<file path="src/rtl/fetch_unit.sv">
// fetch_unit: PC sequencer with registered instruction, branch squash and halt; FETCH_BOOTLOAD_EN adds a boot-load port and BOOT state
module fetch_unit #(
  parameter int                ABITS    = 32,
  parameter int                DBITS    = 32,
  parameter logic [ABITS-1:0]  RESET_PC = '0
) (
  input  logic             clk,
  input  logic             reset_n,
  input  logic             stall,
  input  logic             br_taken,
  input  logic [ABITS-1:0] br_target,
  input  logic             halt_req,
`ifdef FETCH_BOOTLOAD_EN
  input  logic             boot_valid,
  input  logic [DBITS-1:0] boot_data,
  input  logic             boot_done,
`endif
  output logic             imem_en,
  output logic             imem_we,
  output logic [ABITS-1:0] imem_addr,
  output logic [DBITS-1:0] imem_wdata,
  input  logic [DBITS-1:0] imem_rdata,
  output logic [DBITS-1:0] inst,
  output logic [ABITS-1:0] inst_pc,
  output logic             inst_valid,
  output logic             halted
);
`ifdef FETCH_BOOTLOAD_EN
  typedef enum logic [1:0] {BOOT, RUN, HALT} state_t;
  localparam state_t RST_STATE = BOOT;
  logic [ABITS-1:0] bptr, bptr_n;
`else
  typedef enum logic [1:0] {RUN, HALT} state_t;
  localparam state_t RST_STATE = RUN;
`endif
  state_t           state, state_n;
  logic [ABITS-1:0] pc, pc_n, inst_pc_n;
  logic [DBITS-1:0] inst_n;
  logic             valid_n;
  assign halted = (state == HALT);
  // register all fetch state; reset wins over every other input
  always_ff @(posedge clk) begin
    if (!reset_n) begin
      state      <= RST_STATE;
      pc         <= RESET_PC;
      inst       <= '0;
      inst_pc    <= '0;
      inst_valid <= 1'b0;
`ifdef FETCH_BOOTLOAD_EN
      bptr       <= RESET_PC;
`endif
    end else begin
      state      <= state_n;
      pc         <= pc_n;
      inst       <= inst_n;
      inst_pc    <= inst_pc_n;
      inst_valid <= valid_n;
`ifdef FETCH_BOOTLOAD_EN
      bptr       <= bptr_n;
`endif
    end
  end
  // next state, datapath updates and memory-port outputs; priority halt > branch > stall > sequential
  always_comb begin
    state_n    = state;
    pc_n       = pc;
    inst_n     = inst;
    inst_pc_n  = inst_pc;
    valid_n    = inst_valid;
    imem_en    = 1'b0;
    imem_we    = 1'b0;
    imem_addr  = pc;
    imem_wdata = '0;
`ifdef FETCH_BOOTLOAD_EN
    bptr_n     = bptr;
`endif
    case (state)
      RUN: begin
        imem_en = 1'b1;
        if (halt_req) begin
          state_n = HALT;
          valid_n = 1'b0;
        end else if (br_taken) begin
          pc_n      = br_target;
          inst_n    = imem_rdata;
          inst_pc_n = pc;
          valid_n   = 1'b0;
        end else if (!stall) begin
          pc_n      = pc + ABITS'(1);
          inst_n    = imem_rdata;
          inst_pc_n = pc;
          valid_n   = 1'b1;
        end
      end
      HALT: valid_n = 1'b0;
`ifdef FETCH_BOOTLOAD_EN
      BOOT: begin
        imem_en    = 1'b1;
        imem_we    = boot_valid;
        imem_addr  = bptr;
        imem_wdata = boot_data;
        valid_n    = 1'b0;
        bptr_n     = bptr + ABITS'(boot_valid);
        if (boot_done) begin
          state_n = RUN;
          pc_n    = RESET_PC;
        end
      end
`endif
      default: state_n = RUN;
    endcase
  end
endmodule

</file>
<file path="config.mk">
export PLATFORM = sky130hd
export DESIGN_NAME = fetch_unit
export DESIGN_NICKNAME = d
export VERILOG_FILES = /design/src/rtl/fetch_unit.sv
export SDC_FILE = /design/constraint.sdc
export NUM_CORES = 1
export LEC_CHECK = 0
export BUFFER_PORTS_ARGS = -buffer_cell sky130_fd_sc_hd__buf_2
export CORE_MARGIN = 4
export CORE_UTILIZATION = 51
export CTS_CLUSTER_SIZE = 40
export DETAILED_ROUTE_END_ITERATION = 12
export GPL_TIMING_DRIVEN = 1
export PLACE_DENSITY = 0.85
export SYNTH_ARGS = -nofsm -noshare
export SYNTH_HDL_FRONTEND = slang
export SYNTH_SLANG_ARGS = --single-unit
</file>
<file path="constraint.sdc">
create_clock -name clk -period 4 [get_ports clk]
set_clock_uncertainty 0.15 [all_clocks]
set_input_delay 0.6 -clock clk [delete_from_list [all_inputs] [get_ports clk]]
set_output_delay 0.6 -clock clk [all_outputs]
set_load 0.01 [all_outputs]
</file>
==> impl_metrics.yaml <==
critical_path:
  required_ps: 4110
  cp_slowest_cell: "or4_1"
  worstSetupPathType: "register to register"
  cp_cell_sequence: "ha_1 > and4_1 > nand4_2 > or4_1 > o211ai_1 > nand3b_1"
  crit_path_max_fanout: 9
  cp-end-kind: "register"
  worst_path_largest_cell_delay_ps: 720
  start_kind: "register"
  crit_arrival_ps: 2730
power:
  p_leak_uw: 0.00242
  total_power_uw: 1970
  switching_share_pct: 30.2
  pwr-share-comb_pct: 13.8
  p_int_uw: 1370
  power_density_nw_per_um2: 359
  pwr-share-clk_pct: 32.1
  pwr-share-seq_pct: 54.0
  p_sw_uw: 596
  vdd_drop_max_v: 0.000186
sta:
  rsz0062_at_grt: "no"
  hold_viol_final: 0
  setup_violations: 0
  layout_min_cycle_time_ps: 2630
  tightest_slew_ps: 727
  slew_headroom_pct: 51.5
  timing.fmax_mhz: 380
  report.final.slew_viol_count: 0
  fin_worst_hold_slack_ps: 295
  fin_crit_sh_pct: 65.7
  fin_setup_tns_ps: 0
clocking:
  tritoncts: "built"
  cts_sinks: 98
  clock_latency_ps: 370
  cts_resized: 0
  post-cts-setup-buffers: 0
  numCtsBuffers: 9
  clock-root-buffer: "clkbuf_8"
  h-tree-depth: 3
  cts_buffer_depth: 2
  cts_hold_buffers: 0
  clkSlewWorstSetupHoldPaths_ps: 100
global_routing:
  grt_use_total_pct: 24.3
  grt_max_degree: 70
  grt_first_pass_wirelength_um: 20600
  grt_pass1_vias: 4231
  grt_overflow: 0
  antenna_found_initial: 0
placed_design:
  portBuffers: 167
  placed_cells: 834
  hpwl_um: 9400
  gp_congestion: 0.899
routing:
  topRoutingLayerUsed: "met4"
  vias_per_cell: 5.63
  drt_iter0_markers: 335
  wl_met2_um: 6510
  routedWlPerCell_um: 15.8
  ant_nets: 0
  vias: 4782
  wl_um: 13400
  wl_met1_um: 5310
  met3_length_um: 1200
  drc: 0
  first_pass_iters: 5
run_status:
  outcome: "completed"
floorplanning:
  core.rowCount: 34
  start_util_pct: 52.4
  dieArea_um2: 10500
  die_x_um: 103
  fp.dieH_um: 103
  ios: 201
  core-area_um2: 8720
job:
  max-cap-violations: 0
cells_and_area:
  drive_gt1_share_pct: 27.0
  layout_commonest_cell: "buf_2"
  layout_common_cells: "buf_2 (167), nand2_1 (158), dfxtp_1 (98)"
  diodes: 0
  area_delta_synth_final_pct: 20.3
  final_core_util_pct: 63.0
  finalNetCount: 807
  final_cells: 850
  final.fill_count: 778
logic_synthesis:
  ys_seq_elements: 98
  yosys_warnings: 0
  ys_seq_area_share_pct: 43.0
  synth-edff-count: 0
  syn_avg_cell_area_um2: 7.65
  yosysUniqueCellTypes: 56
  synthCells: 597
  syn_area_um2: 4570
  async_flop_share_pct: 0
  ys.flop_type: "dfxtp_1"
hold_path:
  min_path_type: "input port to register"
-- state kept, by name, summed over array words and instances (netlist names) --
register    count
inst_valid      1
imem_addr      32
inst_pc        32
state           1
inst           32
-- power by group through the flow --
stage | logic [uW] | clock network (uW) | registers [uW]
6_report | 272 | 633 | 1070
3_3_place_gp | 262 | 0 | 1080
2_1_floorplan | 168 | 0 | 1090
3_5_place_dp | 270 | 0 | 1090
5_1_grt | 302 | 688 | 1070
4_1_cts | 271 | 641 | 1060
-- cell type report --
| type | instances | area [um^2] | area share, % |
|---|---|---|---|
| clock buffer | 10 | 138 | 2.51 |
| clock inverter | 6 | 55.1 | 1.00 |
| inverter | 6 | 22.5 | 0.410 |
| multi-input combinational | 450 | 2310 | 42.0 |
| sequential | 98 | 1960 | 35.7 |
| tap | 108 | 135 | 2.46 |
| timing repair buffer | 172 | 873 | 15.9 |
-- cell families after synthesis --
family	share of synthesized area (%)
mux	1.53
compound gates	19.8
other cells	0.0821
fa+ha+maj	0.274
buf+inv	9.45
flops	43.0
simple gates	25.9
-- through the flow --
stage	area (um^2)	setup slack, ps
after detailed placement	5300	1200
after global routing	5490	1260
final	5490	1370
after floorplan	4690	1710
after CTS	5490	1420
after global placement	5300	1260
-- cells in the mapped netlist, drive strengths merged (2+ instances only) --
library cell / count / area, um^2
o311a: 2 / 20.0
a21oi: 84 / 420
and3: 5 / 31.3
o31ai: 4 / 30.0
o211ai: 3 / 22.5
a31oi: 13 / 87.6
dfxtp: 98 / 1960
inv: 5 / 18.8
nor2: 22 / 82.6
nand3b: 2 / 27.5
and2: 4 / 25.0
a221o: 2 / 20.0
a21o: 2 / 15.0
o22ai: 2 / 12.5
a22o: 2 / 17.5
a22oi: 9 / 67.6
nand2: 159 / 597
nor3b: 2 / 15.0
clkbuf: 36 / 135
nand3: 21 / 105
o311ai: 2 / 17.5
or4: 6 / 48.8
and4: 4 / 35.0
or3: 4 / 30.0
nor3: 9 / 55.1
o21ai: 17 / 85.1
nand4: 13 / 87.6
buf: 39 / 274
mux2i: 7 / 70.1
nand2b: 2 / 12.5
-- path summary, 6_finish.rpt --
path	slack, ps	start	depth (start not counted)	to
max	1370	imem_addr[0]	6	imem_addr[26]
min	300	imem_rdata[15]	3	inst[15]
max reg2reg	1370	imem_addr[0]	6	imem_addr[26]
min reg2reg	310	inst_pc[19]	2	inst_pc[19]
-- worst max-delay path: cells and delay by family, from the launching register on --
family                   cells  cell delay, ps
flip-flops                   1             520
AND/OR/NAND/NOR              4            1340
AO/OA/AOI/OAI                1             250
adder cells (fa/ha/maj)      1             260
-- routing by layer --
| layer | vias up | GRT usage (%) |
|---|---|---|
| met1 | 2179 | 31.9 |
| met4 | 0 | 8.58 |
| met2 | 273 | 40.4 |
| met3 | 35 | 4.26 |
| met5 | - | 0 |
| li1 | 2295 | - |
No activity file was read; power rests on OpenSTA's default activity.
